--- config.mk ---
export PLATFORM = sky130hd
export DESIGN_NAME = idu0_queue
export DESIGN_NICKNAME = d
export VERILOG_FILES = /design/src/rtl/idu0_queue_pkg.sv /design/src/rtl/idu0_queue_decode.sv /design/src/rtl/idu0_queue.sv
export SDC_FILE = /design/constraint.sdc
export NUM_CORES = 1
export LEC_CHECK = 0
export BUFFER_PORTS_ARGS = -buffer_cell sky130_fd_sc_hd__buf_4
export CAP_MARGIN = 25
export CORE_UTILIZATION = 40
export CTS_CLUSTER_DIAMETER = 30
export DETAILED_ROUTE_END_ITERATION = 10
export PLACE_DENSITY_LB_ADDON = 0.2
export SLEW_MARGIN = 20
export SYNTH_ARGS = -nofsm -noshare
export SYNTH_HDL_FRONTEND = slang
export SYNTH_HIERARCHICAL = 1
export SYNTH_SLANG_ARGS = --single-unit
export TNS_END_PERCENT = 5
--- constraint.sdc ---
create_clock -name clk -period 8 [get_ports clk]
set_input_delay 1.2 -clock clk [delete_from_list [all_inputs] [get_ports clk]]
set_output_delay 1.2 -clock clk [all_outputs]
set_load 0.005 [all_outputs]
--- src/rtl/idu0_queue_pkg.sv ---
// Shared types for the IDU0 decode queue: architectural widths, decode
// control flags, the queued entry layout and the immediate generator.
package idu0_queue_pkg;

    localparam int XLEN      = 32;
    localparam int INSTR_LEN = 32;

    typedef struct packed {
        logic legal;
        logic alu;
        logic load;
        logic store;
        logic condbr;
        logic jal;
        logic jalr;
        logic pc;
        logic imm12;
        logic imm20;
    } decode_out_t;

    typedef struct packed {
        logic [INSTR_LEN-1:0] instr;
        logic [XLEN-1:0]      tag;
        logic [4:0]           rs1_addr;
        logic [4:0]           rs2_addr;
        logic [4:0]           rd_addr;
        logic [4:0]           shamt;
        logic [XLEN-1:0]      imm;
        logic                 imm_valid;
        decode_out_t          ctl;
    } idu0_out_t;

    // Each format is masked by its decode flag and the results OR-ed, so at
    // most one term is non-zero for any legal opcode.
    function automatic logic [XLEN-1:0] imm_gen(input logic [INSTR_LEN-1:0] instr,
                                                 input decode_out_t       dec);
        logic signed [XLEN-1:0] u_imm;
        logic signed [XLEN-1:0] j_imm;
        logic signed [XLEN-1:0] i_imm;
        logic signed [XLEN-1:0] b_imm;
        logic signed [XLEN-1:0] s_imm;
        u_imm = {instr[31:12], 12'h000};
        j_imm = {{(XLEN-20){instr[31]}}, instr[19:12], instr[20], instr[30:21], 1'b0};
        i_imm = {{(XLEN-12){instr[31]}}, instr[31:20]};
        b_imm = {{(XLEN-12){instr[31]}}, instr[7], instr[30:25], instr[11:8], 1'b0};
        s_imm = {{(XLEN-12){instr[31]}}, instr[31:25], instr[11:7]};
        imm_gen = ({XLEN{dec.imm20 & ~dec.pc}}  & u_imm)
                | ({XLEN{dec.imm20 &  dec.pc}}  & j_imm)
                | ({XLEN{dec.imm12 |  dec.load}} & i_imm)
                | ({XLEN{dec.condbr}}           & b_imm)
                | ({XLEN{dec.store}}            & s_imm);
    endfunction

endpackage

--- src/rtl/idu0_queue_decode.sv ---
// Opcode decoder on the queue push path: classifies an RV32I opcode into
// the control flags stored alongside each queued instruction.
module idu0_queue_decode
    import idu0_queue_pkg::*;
(
    input  logic [6:0]  opcode,
    output decode_out_t dec
);

    always_comb begin
        dec = '0;
        case (opcode)
            7'b0110111: begin dec.legal = 1'b1; dec.alu = 1'b1; dec.imm20 = 1'b1; end
            7'b0010111: begin dec.legal = 1'b1; dec.alu = 1'b1; dec.imm20 = 1'b1; end
            7'b1101111: begin dec.legal = 1'b1; dec.jal = 1'b1; dec.imm20 = 1'b1; dec.pc = 1'b1; end
            7'b1100111: begin dec.legal = 1'b1; dec.jalr = 1'b1; dec.imm12 = 1'b1; end
            7'b1100011: begin dec.legal = 1'b1; dec.condbr = 1'b1; end
            7'b0000011: begin dec.legal = 1'b1; dec.load = 1'b1; end
            7'b0100011: begin dec.legal = 1'b1; dec.store = 1'b1; end
            7'b0010011: begin dec.legal = 1'b1; dec.alu = 1'b1; dec.imm12 = 1'b1; end
            7'b0110011: begin dec.legal = 1'b1; dec.alu = 1'b1; end
            default:    dec = '0;
        endcase
    end

endmodule

--- src/rtl/idu0_queue.sv ---
// IDU0 instruction queue: decodes on push into a circular buffer and
// presents the oldest entry through a registered head output.
module idu0_queue
    import idu0_queue_pkg::*;
#(
    parameter int DEPTH = 4
) (
    input  logic                   clk,
    input  logic                   rstn,
    input  logic [INSTR_LEN-1:0]   instr,
    input  logic                   instr_valid,
    input  logic [XLEN-1:0]        instr_tag,
    output logic                   instr_ready,
    input  logic                   pipe_stall,
    input  logic                   pipe_flush,
    output idu0_out_t              idu0_out,
    output logic                   idu0_out_valid,
    output logic [$clog2(DEPTH):0] occupancy
);

    localparam int PW = $clog2(DEPTH);
    localparam int CW = PW + 1;
    localparam logic [CW-1:0] FULL_CNT = CW'(DEPTH);

    idu0_out_t     mem [DEPTH];
    logic [PW-1:0] wr_ptr;
    logic [PW-1:0] rd_ptr;
    logic [CW-1:0] count;
    logic [CW-1:0] count_nxt;
    decode_out_t   dec_p0;
    idu0_out_t     entry_p0;
    idu0_out_t     head_nxt;
    logic          push;
    logic          pop;
    logic          head_load;

    idu0_queue_decode u_decode (
        .opcode (instr[6:0]),
        .dec    (dec_p0)
    );

    always_comb begin
        entry_p0           = '0;
        entry_p0.instr     = instr;
        entry_p0.tag       = instr_tag;
        entry_p0.rs1_addr  = instr[19:15];
        entry_p0.rs2_addr  = instr[24:20];
        entry_p0.rd_addr   = instr[11:7];
        entry_p0.shamt     = instr[24:20];
        entry_p0.imm       = imm_gen(instr, dec_p0);
        entry_p0.imm_valid = (dec_p0.imm20 & ~dec_p0.jal) | dec_p0.imm12 | dec_p0.load | dec_p0.store;
        entry_p0.ctl       = dec_p0;
    end

    assign instr_ready = (count != FULL_CNT);
    assign push        = instr_valid & instr_ready & ~pipe_flush;
    assign pop         = idu0_out_valid & ~pipe_stall;
    assign occupancy   = count;

    // The head copy must be refreshed whenever the current head leaves or the
    // queue was empty; the replacement is either the next stored entry or the
    // instruction arriving this cycle.
    always_comb begin
        count_nxt = count;
        case ({push, pop})
            2'b10:   count_nxt = count + CW'(1);
            2'b01:   count_nxt = count - CW'(1);
            default: count_nxt = count;
        endcase
        head_load = 1'b0;
        head_nxt  = entry_p0;
        if (pop) begin
            if (count >= CW'(2)) begin
                head_load = 1'b1;
                head_nxt  = mem[rd_ptr + PW'(1)];
            end else if (push) begin
                head_load = 1'b1;
            end
        end else if ((count == '0) && push) begin
            head_load = 1'b1;
        end
    end

    // Stage p0 -> p1: pointers, count and registered head.
    always_ff @(posedge clk or negedge rstn) begin
        if (!rstn) begin
            wr_ptr         <= '0;
            rd_ptr         <= '0;
            count          <= '0;
            idu0_out_valid <= 1'b0;
            idu0_out       <= '0;
        end else if (pipe_flush) begin
            wr_ptr         <= '0;
            rd_ptr         <= '0;
            count          <= '0;
            idu0_out_valid <= 1'b0;
        end else begin
            if (push) wr_ptr <= wr_ptr + PW'(1);
            if (pop)  rd_ptr <= rd_ptr + PW'(1);
            count          <= count_nxt;
            idu0_out_valid <= (count_nxt != '0);
            if (head_load) idu0_out <= head_nxt;
        end
    end

    always_ff @(posedge clk) begin
        if (push) mem[wr_ptr] <= entry_p0;
    end

endmodule

==> results of run 1 <==
-- path summary, 6_finish.rpt --
path	start	end	cells after the start
worst max-delay path	occupancy[2]$_DFF_PN0_	mem[2][25]$_DFFE_PP_	5
worst min-delay path	idu0_out[65]$_DFFE_PN0P_	idu0_out[65]$_DFFE_PN0P_	2
worst max register to register	occupancy[2]$_DFF_PN0_	mem[2][25]$_DFFE_PP_	5
worst min register to register	idu0_out[65]$_DFFE_PN0P_	idu0_out[65]$_DFFE_PN0P_	2
max in group asynchronous	rstn	idu0_out[104]$_DFFE_PN0P_	2
min in group asynchronous	rstn	idu0_out[65]$_DFFE_PN0P_	1
-- layout by cell type, fill, tap and decap left out, drive strengths merged, types with 4 or more instances in the layout --
cell type / Yosys / layout
edfxtp: 428 / 428
buf: 67 / 218
clkbuf: 20 / 139
nor2: 121 / 121
dfrtp: 115 / 115
a21oi: 111 / 111
mux4: 107 / 107
mux2i: 107 / 107
clkinv: 0 / 39
inv: 15 / 24
nand2: 23 / 23
o21ai: 15 / 15
bufinv: 0 / 15
clkinvlp: 0 / 15
nand3: 9 / 9
nand3b: 8 / 8
a21boi: 6 / 6
ha: 5 / 5
nor3: 5 / 5
o311ai: 4 / 4
and2: 4 / 4
-- routing by layer --
layer | up-vias | track usage
met4 | 0 | 0.0672
met5 | - | 0
met3 | 65 | 0.0337
met1 | 6035 | 0.256
met2 | 301 | 0.299
li1 | 5184 | -
-- cell families (layout without fill, tap and decap cells) --
kind of cell	after synthesis	count (layout)
buf+inv	102	450
flops	543	543
fa+ha+maj	6	6
xor+xnor	6	6
simple gates	179	179
mux	214	214
compound gates	143	143
-- final cells by class --
cell class / instances / area, um2
inverter: 15 / 56.3
fill: 4317 / 25300
clock buffer: 138 / 3030
timing repair buffer: 219 / 1690
multi-input combinational: 548 / 5230
sequential: 543 / 15700
tap: 688 / 861
clock inverter: 78 / 897
-- stage by stage --
step / total power, mW / worst slack (ns) / hold slack, ns / instances / util
final: 9.67 / 4.85 / 0.524 / 2229 / 0.521
after global placement: 5.02 / 4.16 / 0.509 / 2011 / 0.446
after floorplan: 4.28 / 3.42 / 0.518 / 1193 / -
after global routing: 10.1 / 4.61 / 0.551 / 2229 / 0.521
after CTS: 9.79 / 4.75 / 0.533 / 2227 / 0.521
after detailed placement: 5.04 / 4.10 / 0.523 / 2011 / 0.446
-- state kept, by name, summed over array words and instances, names as in the netlist --
name	cells
mem	428
idu0_out	107
occupancy	3
rd_ptr	2
wr_ptr	2
idu0_out_valid	1
-- power by group --
part,switching [mW],leakage [nW],internal [mW]
sequential,0.261,5.30,3.41
clock,1.52,1.89,3.18
combinational,0.611,2.48,0.682
total,2.39,9.68,7.27
-- worst max-delay path, cell delays in order (launching register included) --
cell and delay, ns:
dfrtp_1 0.43, or3b_2 0.24, nand2_1 0.10, nor2_1 0.27, and2_4 0.83, buf_4 0.82
==> flow_metrics.env, run 1 <==
export IMPL_synthXorXnorAreaFrac=0.00245
export IMPL_numClockSinks=543
export IMPL_numPortBuffers=200
export IMPL_maxCapViolations=0
export IMPL_hold_path_class="reg -> reg"
export IMPL_synthAdderAreaFrac=0.00385
export IMPL_clk_path_buf_depth=3
export IMPL_crit_arrival_ns=3.39
export IMPL_cp_end_kind="register"
export IMPL_async_reset_ff_frac=0.212
export IMPL_yosys_warnings=6
export IMPL_via_count=11600
export IMPL_cts_resized=0
export IMPL_synth_cells=1193
export IMPL_synth_compound_area_share=0.0359
export IMPL_clk_pin_slew_ns=0.05
export IMPL_place_area_mm2=0.0235
export IMPL_synth_seq_cells=543
export IMPL_start_util=0.406
export IMPL_leakage_nw=9.68
export IMPL_required_ns=8.25
export IMPL_maxSlewHeadroom=0.303
export IMPL_die_width_um=234
export IMPL_drt_initial_drc_count=731
export IMPL_synthTopCellsByArea="edfxtp_1, dfrtp_1, mux4_2"
export IMPL_met3_length_mm=2.51
export IMPL_yosysMostFrequentCell="edfxtp_1"
export IMPL_cts_hold_buf=0
export IMPL_stdcell_area_mm2=0.0275
export IMPL_fin_worst_skew_ns=0.0200
export IMPL_synth_edf_count=428
export IMPL_grt_pass1_vias=12400
export IMPL_fp_coreArea_mm2=0.0528
export IMPL_cts_setup_buffers=0
export IMPL_synth_top_family_by_area="multiplexers"
export IMPL_drt_wl_total_mm=49.0
export IMPL_area_growth_syn_to_layout_pct=28.3
export IMPL_cts_root_buf="clkbuf_16"
export IMPL_dieArea_mm2=0.0545
export IMPL_gp_congestion=0.679
export IMPL_place_hpwl_mm=26.0
export IMPL_synth_distinct_cells=40
export IMPL_met1_length_mm=21.4
export IMPL_setup_violations=0
export IMPL_crit_fanout=56
export IMPL_syn_area_per_cell_um2=18.0
export IMPL_dr_pass1_iters=8
export IMPL_critPathLaunchType="register"
export IMPL_route_detailed_drc=24
export IMPL_finalMaxSlewViolations=0
export IMPL_synth_top_area_cell="edfxtp_1"
export IMPL_netlist_area_leader_share=0.600
export IMPL_clk_latency_ns=0.64
export IMPL_grt_max_degree=215
export IMPL_outcome="complete, but fails checks"
export IMPL_synth_common_cells="edfxtp_1, nor2_1, dfrtp_1"
export IMPL_tns_ns=0
export IMPL_grt_overflow=0
export IMPL_diodes=0
export IMPL_ff2ff_setup_slack_ns=4.85
export IMPL_final_min_clock_period_ns=3.15
export IMPL_grt_pass1_wl_mm=75.8
export IMPL_synth_simple_gate_area_frac=0.0371
export IMPL_clock_fmax_ghz=0.318
export IMPL_synth_nets=1268
export IMPL_worstMarginPinSlew_ns=1.05
export IMPL_nNetsFinal=1515
export IMPL_cts_tree="done"
export IMPL_ant_nets=0
export IMPL_htreeDepth=3
export IMPL_fin_crit_sh=0.393
export IMPL_row_count=84
export IMPL_ir_worst_vdd_uv=199
export IMPL_p_per_area_mw_per_mm2=352
export IMPL_grt_use_total=0.187
export IMPL_vias_per_cell=5.20
export IMPL_dr_max_layer_used="met4"
export IMPL_failed_checks="DRC"
export IMPL_drive_above_1_share=0.348
export IMPL_syn_cell_area_mm2=0.0214
export IMPL_crit_type="reg -> reg"
export IMPL_synth_mux_area_frac=0.162
export IMPL_synth_seq_area_share=0.734
export IMPL_avgRoutedWirePerCell_um=22.0
export IMPL_antenna_found_initial=0
export IMPL_die_h_um=234
export IMPL_io_pins=201
export IMPL_hold_viol=0
export IMPL_synth_ff_type="edfxtp_1"
export IMPL_numCtsBuffers=113
export IMPL_route_met2_wl_mm=24.1
export IMPL_rsz0062_at_grt="no"
No activity file was read; power rests on OpenSTA's default activity.
==> inputs of run 2 (changes only) <==
==> constraint.sdc (replaced) <==
create_clock -name clk -period 2.9 [get_ports clk]
set_input_delay 0.435 -clock clk [delete_from_list [all_inputs] [get_ports clk]]
set_output_delay 0.435 -clock clk [all_outputs]
set_load 0.005 [all_outputs]
==> flow_metrics.env, run 2 (synthesis gave the netlist of run 1 again) <==
export IMPL_antenna_found_initial=0
export IMPL_final_min_clock_period_ns=2.64
export IMPL_clk_path_buf_depth=3
export IMPL_finalMaxSlewViolations=0
export IMPL_setup_violations=0
export IMPL_grt_use_total=0.193
export IMPL_grt_overflow=0
export IMPL_clock_fmax_ghz=0.379
export IMPL_cts_tree="done"
export IMPL_largest_register="mem"
export IMPL_worstMarginPinSlew_ns=0.844
export IMPL_stdcell_count=2315
export IMPL_gp_congestion=0.731
export IMPL_fin_crit_sh=0.910
export IMPL_numCtsBuffers=115
export IMPL_critPathLaunchType="input port"
export IMPL_route_detailed_drc=44
export IMPL_crit_type="in -> reg"
export IMPL_row_count=84
export IMPL_hold_path_class="in -> reg"
export IMPL_numClockSinks=543
export IMPL_drt_wl_total_mm=50.8
export IMPL_largest_register_ffs=428
export IMPL_layout_commonest_cell="edfxtp_1"
export IMPL_ff2ff_setup_slack_ns=0.37
export IMPL_hold_ws_ns=0.0418
export IMPL_nNetsFinal=1602
export IMPL_nFillCells=4228
export IMPL_clk_pin_slew_ns=0.05
export IMPL_place_hpwl_mm=30.5
export IMPL_leakage_nw=10.2
export IMPL_maxSlewHeadroom=0.436
export IMPL_grt_pass1_wl_mm=77.8
export IMPL_final_cell_mix="edfxtp_1, buf_4, nor2_1"
export IMPL_drt_initial_drc_count=764
export IMPL_cts_root_buf="clkbuf_16"
export IMPL_multi_input_area_mm2=0.00523
export IMPL_clk_latency_ns=0.65
export IMPL_numPortBuffers=200
export IMPL_p_per_area_mw_per_mm2=937
export IMPL_via_count=12000
export IMPL_maxCapViolations=0
export IMPL_rsz0062_at_grt="no"
export IMPL_regArea_mm2=0.0157
export IMPL_failed_checks="DRC"
export IMPL_grt_max_degree=59
export IMPL_dp_cells=2049
export IMPL_drive_above_1_share=0.353
export IMPL_hold_viol=0
export IMPL_fp_coreArea_mm2=0.0528
export IMPL_ir_worst_vdd_uv=795
export IMPL_start_util=0.406
export IMPL_place_ws_ns=0.146
export IMPL_io_pins=201
export IMPL_setup_ws_ns=0.261
export IMPL_post_route_util=0.542
export IMPL_area_growth_syn_to_layout_pct=33.4
export IMPL_avgRoutedWirePerCell_um=22.0
export IMPL_ant_nets=0
export IMPL_vias_per_cell=5.16
export IMPL_power_total_mw=26.8
export IMPL_cp_end_kind="register"
export IMPL_dr_pass1_iters=8
export IMPL_crit_arrival_ns=3.20
export IMPL_grt_pass1_vias=12700
export IMPL_dieArea_mm2=0.0545
export IMPL_die_width_um=234
export IMPL_required_ns=3.46
export IMPL_fin_worst_skew_ns=0.0189
export IMPL_htreeDepth=3
export IMPL_outcome="complete, but fails checks"
export IMPL_crit_fanout=10
export IMPL_die_h_um=234
## run 2: path summary, 6_finish.rpt
kind,startpoint,to,cells after the start
max in group asynchronous,rstn,idu0_out[63]$_DFFE_PN0P_,3
min in group asynchronous,rstn,idu0_out[66]$_DFFE_PN0P_,2
hold / removal,instr[11],mem[0][106]$_DFFE_PP_,1
hold reg to reg,idu0_out[101]$_DFFE_PN0P_,idu0_out[101]$_DFFE_PN0P_,2
setup reg to reg,occupancy[0]$_DFF_PN0_,idu0_out_valid$_DFF_PN0_,11
setup / recovery,instr[5],idu0_out[18]$_DFFE_PN0P_,9
## run 2: what timing repair did
| item | 4_1_cts | 5_1_grt |
|---|---|---|
| setup endpoints to repair | 0 | 1 |
| gates resized for setup | 0 | 1 |
| hold endpoints to repair | 229 | 0 |
| buffers inserted | 0 | 0 |
| hold buffers | 49 | 0 |
## run 2: cell type report
type	count	area share
sequential	543	0.550
multi-input combinational	548	0.183
clock buffer	135	0.105
timing repair buffer	304	0.0969
clock inverter	81	0.0325
tap	688	0.0301
inverter	15	0.00197
antenna	1	0.0000875
## run 2: layer usage
layer | track usage | part of all wire | wire length, um | up-vias
met2 | 0.313 | 0.50 | 25200 | 291
met4 | 0.0633 | 0.014 | 707 | 0
met1 | 0.260 | 0.44 | 22200 | 6270
met5 | 0 | 0 | 0 | -
li1 | - | - | - | 5347
met3 | 0.0376 | 0.052 | 2660 | 47
## run 2: worst max-delay path, stage by stage
cell and delay [ns]:
dlygate4sd3_1 0.53, buf_4 0.16, or4b_1 0.52, a21oi_1 0.43, a211oi_1 0.11, buf_4 0.21
a21boi_0 0.46, mux2i_1 0.16, a21oi_1 0.18
## run 2: where the power goes
part	internal, mW	switching [mW]	total [mW]
Sequential	9.41	0.667	10.1
Combinational	2.01	1.76	3.77
Clock	8.75	4.21	13.0
## run 2: metrics by stage
stage / setup TNS (ns) / instance area [um2]
after detailed placement: 0 / 24200
after CTS: 0 / 28600
after global placement: 0 / 24200
after global routing: 0 / 28600
final: 0 / 28600
after floorplan: -322.44 / 21400
